==> src/rtl/iu_pkg.sv <==
// Shared constants and types for the warp issue unit.
package iu_pkg;

  localparam int NUM_WARPS_DEF = 8;
  localparam int WARP_ID_W_DEF = $clog2(NUM_WARPS_DEF);

  typedef logic [WARP_ID_W_DEF-1:0] warp_id_t;

endpackage

==> src/rtl/rr_arbiter.sv <==
// Combinational rotating-priority arbiter: first set request at or after i_start,
// wrapping modulo N (N need not be a power of two).
module rr_arbiter #(
  parameter int N     = 8,
  parameter int IDX_W = $clog2(N)
) (
  input  logic [N-1:0]     i_req,
  input  logic [IDX_W-1:0] i_start,
  output logic [N-1:0]     o_grt,
  output logic [IDX_W-1:0] o_idx,
  output logic             o_vld
);

  localparam int SUM_W = IDX_W + 1;

  logic [N-1:0]     w_rot;
  logic [IDX_W-1:0] w_off;
  logic             w_found;
  logic [SUM_W-1:0] w_sum;
  logic [SUM_W-1:0] w_wrapped;

  // Rotate right by i_start through a doubled copy so bit 0 is the start warp.
  assign w_rot = N'({i_req, i_req} >> i_start);

  always_comb begin
    w_off   = '0;
    w_found = 1'b0;
    for (int i = N - 1; i >= 0; i--) begin
      if (w_rot[i]) begin
        w_off   = IDX_W'(i);
        w_found = 1'b1;
      end
    end
  end

  assign w_sum     = {1'b0, i_start} + {1'b0, w_off};
  assign w_wrapped = (w_sum >= SUM_W'(N)) ? (w_sum - SUM_W'(N)) : w_sum;
  assign o_idx     = IDX_W'(w_wrapped);
  assign o_vld     = w_found;

  generate
    for (genvar gi = 0; gi < N; gi++) begin : g_onehot
      assign o_grt[gi] = w_found && (o_idx == IDX_W'(gi));
    end
  endgenerate

endmodule

==> src/rtl/warp_issue_unit.sv <==
// Warp issue unit: rotating issue grant, lowest-index exit grant, alive-mask tracking.
// Optional greedy-then-rotate issue policy when WARP_ISSUE_GREEDY_EN is defined.
module warp_issue_unit
  import iu_pkg::*;
#(
  parameter int NUM_WARPS = NUM_WARPS_DEF,
  parameter int WARP_ID_W = $clog2(NUM_WARPS)
) (
  input  logic                 clk,
  input  logic                 rst,
  input  logic                 Start_IU,
  input  logic [NUM_WARPS-1:0] WarpMask_Start_IU,
  input  logic [NUM_WARPS-1:0] Req_IB_IU,
  output logic [NUM_WARPS-1:0] Grt_IU_IB,
  input  logic [NUM_WARPS-1:0] Exit_Req_IB_IU,
  output logic [NUM_WARPS-1:0] Exit_Grt_IU_IB,
  output logic                 Valid_IU_OC,
  output logic [WARP_ID_W-1:0] WarpID_IU_OC,
  output logic [NUM_WARPS-1:0] ActiveWarps_IU,
  output logic                 Kernel_Done_IU
);

  logic [NUM_WARPS-1:0] r_active;
  logic [WARP_ID_W-1:0] r_ptr;
  logic                 r_valid;
  logic [WARP_ID_W-1:0] r_warp_id;
  logic                 r_done;

  logic [NUM_WARPS-1:0] w_elig;
  logic [NUM_WARPS-1:0] w_arb_grt;
  logic [WARP_ID_W-1:0] w_arb_idx;
  logic                 w_arb_vld;
  logic [NUM_WARPS-1:0] w_iss_grt;
  logic [WARP_ID_W-1:0] w_iss_idx;
  logic                 w_iss_vld;
  logic                 w_keep;
  logic                 w_adv;
  logic [WARP_ID_W-1:0] w_ptr_next;
  logic [NUM_WARPS-1:0] w_exit_elig;
  logic [NUM_WARPS-1:0] w_exit_grt;
  logic                 w_exit_vld;
  logic [NUM_WARPS-1:0] w_active_after_exit;
  logic                 w_launch;

  assign w_elig = Req_IB_IU & r_active;

  rr_arbiter #(
    .N     (NUM_WARPS),
    .IDX_W (WARP_ID_W)
  ) u_rr_arbiter (
    .i_req   (w_elig),
    .i_start (r_ptr),
    .o_grt   (w_arb_grt),
    .o_idx   (w_arb_idx),
    .o_vld   (w_arb_vld)
  );

`ifdef WARP_ISSUE_GREEDY_EN
  logic [WARP_ID_W-1:0] r_last;
  logic                 r_last_vld;
  logic [NUM_WARPS-1:0] w_last_oh;

  generate
    for (genvar gi = 0; gi < NUM_WARPS; gi++) begin : g_last_oh
      assign w_last_oh[gi] = (r_last == WARP_ID_W'(gi));
    end
  endgenerate

  // Stick with the last-granted warp while it keeps requesting; the pointer stays put.
  assign w_keep    = r_last_vld && ((w_elig & w_last_oh) != '0);
  assign w_iss_grt = w_keep ? w_last_oh : w_arb_grt;
  assign w_iss_idx = w_keep ? r_last : w_arb_idx;
  assign w_iss_vld = w_keep || w_arb_vld;

  always_ff @(posedge clk) begin
    if (rst) begin
      r_last     <= '0;
      r_last_vld <= 1'b0;
    end else if (w_iss_vld) begin
      r_last     <= w_iss_idx;
      r_last_vld <= 1'b1;
    end
  end
`else
  assign w_keep    = 1'b0;
  assign w_iss_grt = w_arb_grt;
  assign w_iss_idx = w_arb_idx;
  assign w_iss_vld = w_arb_vld;
`endif

  assign w_adv = w_arb_vld && !w_keep;

  always_comb begin
    w_ptr_next = r_ptr;
    if (w_adv) begin
      w_ptr_next = (w_iss_idx == WARP_ID_W'(NUM_WARPS - 1)) ? '0
                                                            : w_iss_idx + WARP_ID_W'(1);
    end
  end

  assign Grt_IU_IB = rst ? '0 : w_iss_grt;

  // A warp issuing this cycle cannot also exit; issue has priority.
  assign w_exit_elig = Exit_Req_IB_IU & r_active & ~Grt_IU_IB;

  always_comb begin
    w_exit_grt = '0;
    w_exit_vld = 1'b0;
    for (int i = 0; i < NUM_WARPS; i++) begin
      if (w_exit_elig[i] && !w_exit_vld) begin
        w_exit_grt[i] = 1'b1;
        w_exit_vld    = 1'b1;
      end
    end
  end

  assign Exit_Grt_IU_IB      = rst ? '0 : w_exit_grt;
  assign w_active_after_exit = r_active & ~w_exit_grt;
  assign w_launch            = Start_IU && (r_active == '0);

  always_ff @(posedge clk) begin
    if (rst) begin
      r_active  <= '0;
      r_ptr     <= '0;
      r_valid   <= 1'b0;
      r_warp_id <= '0;
      r_done    <= 1'b0;
    end else begin
      if (w_launch) begin
        r_active <= WarpMask_Start_IU;
        r_ptr    <= '0;
      end else begin
        r_active <= w_active_after_exit;
        r_ptr    <= w_ptr_next;
      end
      r_valid <= w_iss_vld;
      if (w_iss_vld) begin
        r_warp_id <= w_iss_idx;
      end
      r_done <= w_exit_vld && (w_active_after_exit == '0);
    end
  end

  assign Valid_IU_OC    = r_valid;
  assign WarpID_IU_OC   = r_warp_id;
  assign ActiveWarps_IU = r_active;
  assign Kernel_Done_IU = r_done;

endmodule

==> config.mk <==
export PLATFORM = sky130hd
export DESIGN_NAME = warp_issue_unit
export DESIGN_NICKNAME = d
export VERILOG_FILES = /design/src/rtl/iu_pkg.sv /design/src/rtl/rr_arbiter.sv /design/src/rtl/warp_issue_unit.sv
export SDC_FILE = /design/constraint.sdc
export NUM_CORES = 1
export LEC_CHECK = 0
export BUFFER_PORTS_ARGS = -buffer_cell sky130_fd_sc_hd__buf_2
export CAP_MARGIN = 20
export CELL_PAD_IN_SITES_DETAIL_PLACEMENT = 0
export CELL_PAD_IN_SITES_GLOBAL_PLACEMENT = 2
export CORE_MARGIN = 2
export CORE_UTILIZATION = 30
export DETAILED_ROUTE_END_ITERATION = 16
export PLACE_DENSITY = 0.85
export SYNTH_ARGS = -nofsm -noshare
export SYNTH_HDL_FRONTEND = slang
export SYNTH_SLANG_ARGS = --single-unit
export TNS_END_PERCENT = 1
==> constraint.sdc <==
create_clock -name clk -period 8.3 [get_ports clk]
set_clock_uncertainty 0.1 [all_clocks]
set_input_delay 0.415 -clock clk [delete_from_list [all_inputs] [get_ports clk]]
set_output_delay 0.415 -clock clk [all_outputs]
set_load 0.03 [all_outputs]
==> results of run 1 <==
==> logic make-up after synthesis <==
kind of cell | count (synthesis) | share of synthesized area [%]
mux | 12 | 10.3
xor+xnor | 2 | 1.05
flops | 16 | 19.3
compound gates | 37 | 15.0
buf+inv | 22 | 6.17
simple gates | 120 | 43.2
fa+ha+maj | 6 | 4.97
==> worst max-delay path by stage <==
stage	from	endpoint	slack, ps	depth (start not counted)
after floorplan	ActiveWarps_IU[7]	Exit_Grt_IU_IB[7]	3050	22
after global placement	r_ptr[1]	Exit_Grt_IU_IB[6]	2620	21
after detailed placement	r_ptr[1]	Exit_Grt_IU_IB[6]	2490	21
after CTS	r_ptr[1]	Exit_Grt_IU_IB[6]	2200	21
after global routing	r_ptr[1]	Exit_Grt_IU_IB[7]	1640	21
final	r_ptr[1]	Exit_Grt_IU_IB[6]	2210	21
==> flip-flops by register name, summed over array words and instances (netlist names) <==
signal          flops
ActiveWarps_IU      8
WarpID_IU_OC        3
Kernel_Done_IU      1
r_ptr               3
Valid_IU_OC         1
==> routing by layer <==
layer,up-vias,share of wire (%),track usage (%)
met3,9,4.9,2.99
li1,894,-,-
met2,57,44,26.4
met4,0,1.7,4.74
met1,846,49,23.6
met5,-,0,0
==> report_power, final <==
group	internal, µW	switching [µW]	total, µW
clock network	42.2	30.6	72.8
logic	133	232	366
registers	97.2	39.3	136
total	273	302	575
==> placed cells by master, fill, tap and decap left out, types with 2 or more instances in the layout <==
cell,count
a22oi_1,2
mux2i_1,4
nor3_1,9
nand4bb_1,3
or4bb_1,2
mux2_4,2
o31ai_1,3
nor2_1,30
nand2_1,25
nor4_1,3
buf_4,2
and4_1,3
buf_2,55
inv_1,8
nand4_1,9
o41ai_1,2
or3_1,3
mux2_2,3
nand4b_1,11
dfxtp_1,16
a21oi_1,16
nand2b_1,3
o311ai_0,2
ha_1,5
clkbuf_8,4
and2_1,4
o211ai_1,2
o22ai_1,2
mux4_2,3
==> critical path: cells and delay by family (launching register included) <==
| kind | cells | cell delay (ps) |
|---|---|---|
| mux | 2 | 880 |
| flops | 1 | 770 |
| fa+ha+maj | 3 | 720 |
| xor+xnor | 1 | 730 |
| compound gates | 2 | 590 |
| buf+inv | 3 | 300 |
| simple gates | 10 | 1320 |
==> through the flow <==
step           util (%)  total power, µW  instance area (µm²)  cells  setup slack, ps
2_1_floorplan         -              410                 1660    215             3050
4_1_cts            37.2              577                 2030    334             2200
5_1_grt            37.2              623                 2030    334             1640
6_report           37.2              575                 2030    334             2210
3_3_place_gp       36.2              503                 1970    330             2620
3_5_place_dp       36.2              501                 1970    330             2490
==> layout make-up <==
| class | instances | area [µm²] |
|---|---|---|
| clock buffers | 4 | 55.1 |
| fillers | 588 | 3410 |
| inverters | 8 | 30.0 |
| multi-input cells | 177 | 1240 |
| flip-flops and latches | 16 | 320 |
| well taps | 72 | 90.1 |
| repair buffers | 57 | 290 |
==> metrics.cfg, run 1 <==
[status]
status = finished, final reports clean

[detailed_routing]
dr_total_vias = 1806
vias_per_cell = 5.41
drc_errors = 0
wirelength_mm = 5.18
drtAntennaViolNets = 0
dr.pass1.iters = 4
wire_per_inst_um = 15.5
drtIter0Drc = 94

[hold_path]
whs_endpoint = ActiveWarps_IU[6]
hold_start = WarpMask_Start_IU[6]
hp-class = in -> reg
whs_path_depth = 3

[power]
power.leakage_uw = 0.000842
worst_ir_drop_vdd_mv = 0.140
power_density_nw_per_um2 = 284

[clock_network]
cts_resized = 0
htreeDepth = 1
post-cts-setup-buffers = 0
path_clk_slew_ps = 70
postCtsHoldBufs = 0
cts_buffer_depth = 2
clk_latency_ps = 260
cts_buffers = 3
clkSinkCount = 16
cts_tree = done
cts_root_buffer = clkbuf_8

[setup_path]
arrival_ps = 5570
start_kind = flip-flop
path_max_fanout = 24
required_ps = 7790
worst_path_max_delay_cell = dfxtp_1
r2r_cells = 21
reg2reg_slack_ps = 2710
endpoint_kind = output pin
max_stage_delay_ps = 770
crit_type = reg -> out
path_common_cell = nor2_1
path_cells = mux4_2 -> mux2i_1 -> nand2b_1 -> nand2_1 -> a21oi_1 -> nor2_1 -> nor2_1 -> nor2_1 -> ha_1 -> inv_1 -> fa_1 -> xnor2_1 -> nor3_2 -> nor2_1 -> ha_1 -> inv_1 -> o311ai_1 -> nand2b_4 -> or3b_1 -> nor2_1 -> buf_2
r2r-end = Kernel_Done_IU
worstReg2RegStart = r_ptr[1]

[synth]
synth_async_sr_flop_share_pct = 0
ys.flop_type = dfxtp_1
synth.cell_area_um2 = 1660
synth_area_leaders = dfxtp_1 (19%), nor2_1 (6.8%), nand4b_1 (5.8%), nand2_1 (5.6%), a21oi_1 (4.8%)
synth_top_area_share_pct = 19.3
synth_edf_count = 0
netlist_instances = 215
synth_seq_cells = 16
ys_seq_area_share_pct = 19.3
synth_common_cells = nor2_1 (30), nand2_1 (25), a21oi_1 (16), dfxtp_1 (16), nand4b_1 (11)
synth_nets = 248
ys_types = 55
ys_warn_count = 0
synth_top_cell_by_area = dfxtp_1
syn_area_per_cell_um2 = 7.73
synthMostInstantiatedCell = nor2_1

[floorplanning]
die_area_um2 = 6150
placementRows = 27
coreArea_um2 = 5440
start_util_pct = 30.6
die_y_um = 78.5
die_w_um = 78.5
num_io_pins = 56

[job]
timing.max_cap.violations = 0

[timing]
slew_headroom_pct = 39.2
holdWs_ps = 295
fin_crit_ps = 6090
max_freq_ghz = 0.164
setup_violations = 0
worst_pin_slew_ps = 905
setup_tns_ps = 0
drv_slew = 0
rsz0062_at_grt = false
post-route-period-util_pct = 73.4
hold_violations = 0

[final_layout]
area_delta_synth_final_pct = 21.8
final_nets = 296
drive_above_1_share_pct = 29.8
diodes = 0

[placed_design]
dp_hpwl_mm = 3.95
gp_congestion = 0.837
io_buffers = 55

[global_route]
grt_pass1_wl_mm = 8.33
grt_max_degree = 32
grtUsageTotal_pct = 16.8
grt_overflow = 0
antenna_found_initial = 0
grt_pass1_vias = 1692

Power figures use the tool's default switching activity.
==> inputs of run 2 (changes only) <==
--- a/config.mk
+++ b/config.mk
@@ -10,9 +10,9 @@
 export CELL_PAD_IN_SITES_DETAIL_PLACEMENT = 0
 export CELL_PAD_IN_SITES_GLOBAL_PLACEMENT = 2
 export CORE_MARGIN = 2
-export CORE_UTILIZATION = 30
+export CORE_UTILIZATION = 25
 export DETAILED_ROUTE_END_ITERATION = 16
-export PLACE_DENSITY = 0.85
+export PLACE_DENSITY = 0.76
 export SYNTH_ARGS = -nofsm -noshare
 export SYNTH_HDL_FRONTEND = slang
 export SYNTH_SLANG_ARGS = --single-unit
==> constraint.sdc (replaced) <==
create_clock -name clk -period 5.19 [get_ports clk]
set_clock_uncertainty 0.1 [all_clocks]
set_input_delay 0.2595 -clock clk [delete_from_list [all_inputs] [get_ports clk]]
set_output_delay 0.2595 -clock clk [all_outputs]
set_load 0.03 [all_outputs]
==> run 2 against run 1 <==
Wire length increased by 15%. Total power increased by 81%. Die area increased by 19%. Sequential power increased by 51%. Hold slack got worse by 160 ps. Cell count increased by 8.7%. First-iteration DRC count decreased by 27%. Utilization decreased by 0.55 points. Clock power increased by 62%. Register-to-register slack got worse by 2300 ps. Sequential cell count unchanged. Largest cell class unchanged. Largest power group unchanged. Highest routed layer unchanged.
==> metrics.cfg, run 2 (synthesized netlist as in run 1, its figures left out) <==
[global_route]
grt_pass1_vias = 1806  ; was 1,692
antenna_found_initial = 0  ; unchanged
grt_overflow = 0  ; unchanged
grt_pass1_wl_mm = 9.17  ; was 8.33 mm
grt_max_degree = 32  ; unchanged
grtUsageTotal_pct = 15.7  ; was 16.8%

[setup_path]
path_cells = buf_6 -> nand4b_1 -> and4_1 -> mux2_4 -> nand2b_4 -> nand2_1 -> a21oi_1 -> nor2_1 -> nor2_1 -> nor2_1 -> ha_2 -> inv_1 -> fa_2 -> inv_2 -> or3_4 -> buf_6 -> nor4_4 -> o22ai_2 -> nand2b_4 -> nand4b_1 -> nor3b_2 -> buf_4  ; was mux4_2 -> mux2i_1 -> nand2b_1 -> nand2_1 -> a21oi_1 -> nor2_1 -> nor2_1 -> nor2_1 -> ha_1 -> inv_1 -> fa_1 -> xnor2_1 -> nor3_2 -> nor2_1 -> ha_1 -> inv_1 -> o311ai_1 -> nand2b_4 -> or3b_1 -> nor2_1 -> buf_2
crit_type = reg -> out  ; unchanged
worst_path_max_delay_cell = fa_2  ; was dfxtp_1
path_max_fanout = 12  ; was 24
required_ps = 4830  ; was 7790 ps
arrival_ps = 4630  ; was 5570 ps
endpoint_kind = output pin  ; unchanged
crit_buf_inv = 5  ; was 3
path_common_cell = nor2_1  ; unchanged
start_kind = flip-flop  ; unchanged
max_stage_delay_ps = 610  ; was 770 ps
cp_top_family = simple AND/OR/NAND/NOR gates  ; unchanged

[floorplanning]
die_w_um = 85.6  ; was 78.5 µm
start_util_pct = 26.0  ; was 30.6%
num_io_pins = 56  ; unchanged
die_area_um2 = 7320  ; was 6150 µm²
die_y_um = 85.6  ; was 78.5 µm
placementRows = 29  ; was 27
coreArea_um2 = 6390  ; was 5440 µm²

[clock_network]
htreeDepth = 1  ; unchanged
cts_tree = done  ; unchanged
clkSinkCount = 16  ; unchanged
cts_buffers = 3  ; unchanged
cts_buffer_depth = 2  ; unchanged
cts_root_buffer = clkbuf_8  ; unchanged
postCtsHoldBufs = 0  ; unchanged
clk_latency_ps = 260  ; about the same
path_clk_slew_ps = 70  ; about the same

[detailed_routing]
dr_total_vias = 1910  ; was 1,806
drc_errors = 0  ; unchanged
dr.pass1.iters = 4  ; unchanged
wirelength_mm = 5.98  ; was 5.18 mm
vias_per_cell = 5.26  ; was 5.41
drtAntennaViolNets = 0  ; unchanged
wire_per_inst_um = 16.5  ; was 15.5 µm
drtIter0Drc = 69  ; was 94

[timing]
max_freq_ghz = 0.201
worst_pin_slew_ps = 727  ; was 905 ps
post-route-period-util_pct = 96.1
rsz0062_at_grt = true  ; was false
fin_crit_ps = 4990
slew_headroom_pct = 51.1  ; was 39.2%
hold_violations = 0  ; unchanged
setup_violations = 0  ; unchanged
drv_slew = 0  ; unchanged

[final_layout]
final_cell_mix = buf_2 (52), nor2_1 (28), nand2_1 (25)  ; was buf_2 (55), nor2_1 (30), nand2_1 (25)
final_nets = 320  ; was 296
diodes = 0  ; unchanged
area_delta_synth_final_pct = 40.9  ; was 21.8%
largest_register_ffs = 8  ; unchanged
layout.cells.non_filler = 363  ; was 334
finish.utilization_pct = 36.7  ; was 37.2%
layout_commonest_cell = buf_2  ; unchanged
final_cell_area_um2 = 2340  ; was 2030 µm²
drive_above_1_share_pct = 44.4  ; was 29.8%

[power]
power.leakage_uw = 0.000997  ; was 0.000842 µW
power_density_nw_per_um2 = 444  ; was 284 nW/µm²
worst_ir_drop_vdd_mv = 0.179  ; was 0.140 mV
power_uw = 1040  ; was 575 µW

[placed_design]
placed_cell_area_um2 = 2070  ; was 1970 µm²
dp_cells = 346  ; was 330
io_buffers = 55  ; unchanged
dp_hpwl_mm = 4.56  ; was 3.95 mm
gp_congestion = 0.795  ; was 0.837

[status]
status = finished, final reports clean  ; unchanged

[hold_path]
hp-class = in -> reg  ; unchanged

[job]
timing.max_cap.violations = 0  ; unchanged

[run 2: area by class of cell]
| type | count | area (µm²) |
|---|---|---|
| fill | 698 | 4040 |
| sequential | 16 | 335 |
| timing repair buffer | 81 | 497 |
| multi-input combinational | 177 | 1330 |
| inverter | 8 | 30.0 |
| clock buffer | 4 | 55.1 |
| tap | 77 | 96.3 |
[run 2: worst reg2reg max path, cell delays in order (launching register included)]
cell,delay [ps]
dfxtp_4,400
buf_6,150
nand4b_1,120
and4_1,230
mux2_4,280
nand2b_4,130
nand2_1,60
a21oi_1,60
nor2_1,110
nor2_1,40
nor2_1,120
ha_2,170
inv_1,50
fa_2,610
inv_2,50
or3_4,340
buf_6,130
nor4_4,330
o22ai_2,130
nand2b_4,180
nand4b_1,250
mux2_4,320
nor4bb_2,260
[run 2: power by group]
| part | total, µW | internal (µW) | switching [µW] |
|---|---|---|---|
| registers | 206 | 158 | 48.2 |
| logic | 716 | 291 | 425 |
| clock network | 118 | 67.6 | 50.4 |
| total | 1040 | 516 | 524 |
[run 2: repair_timing]
action,4_1_cts,5_1_grt
endpoints found under the hold margin,0,0
pin swaps,0,9
gates cloned,0,0
setup buffers,0,13
setup endpoints to repair,3,9
resized for setup,2,41
[run 2: final timing paths]
check	to	cells after the start	slack [ps]	start
setup / recovery	Exit_Grt_IU_IB[7]	22	200	r_ptr[1]
hold reg to reg	WarpID_IU_OC[1]	2	390	WarpID_IU_OC[1]
setup reg to reg	Kernel_Done_IU	22	460	r_ptr[1]
hold / removal	ActiveWarps_IU[2]	3	130	WarpMask_Start_IU[2]
[run 2: per-layer routing]
layer,GRT usage [%],wire (µm),up-vias
li1,-,-,949
met1,22.5,2900,889
met2,24.6,2640,65
met3,2.12,351,7
met4,4.91,87,0
met5,0,0,-
[run 2: metrics by stage]
| step | setup TNS [ps] | setup slack [ps] | hold slack, ps |
|---|---|---|---|
| after CTS | 0 | 9.19 | 137 |
| after floorplan | 0 | 90.8 | 296 |
| after global placement | 0 | 257 | 379 |
| after global routing | -75.1 | -53.1 | 144 |
| after detailed placement | 0 | 224 | 379 |
| final | 0 | 203 | 133 |
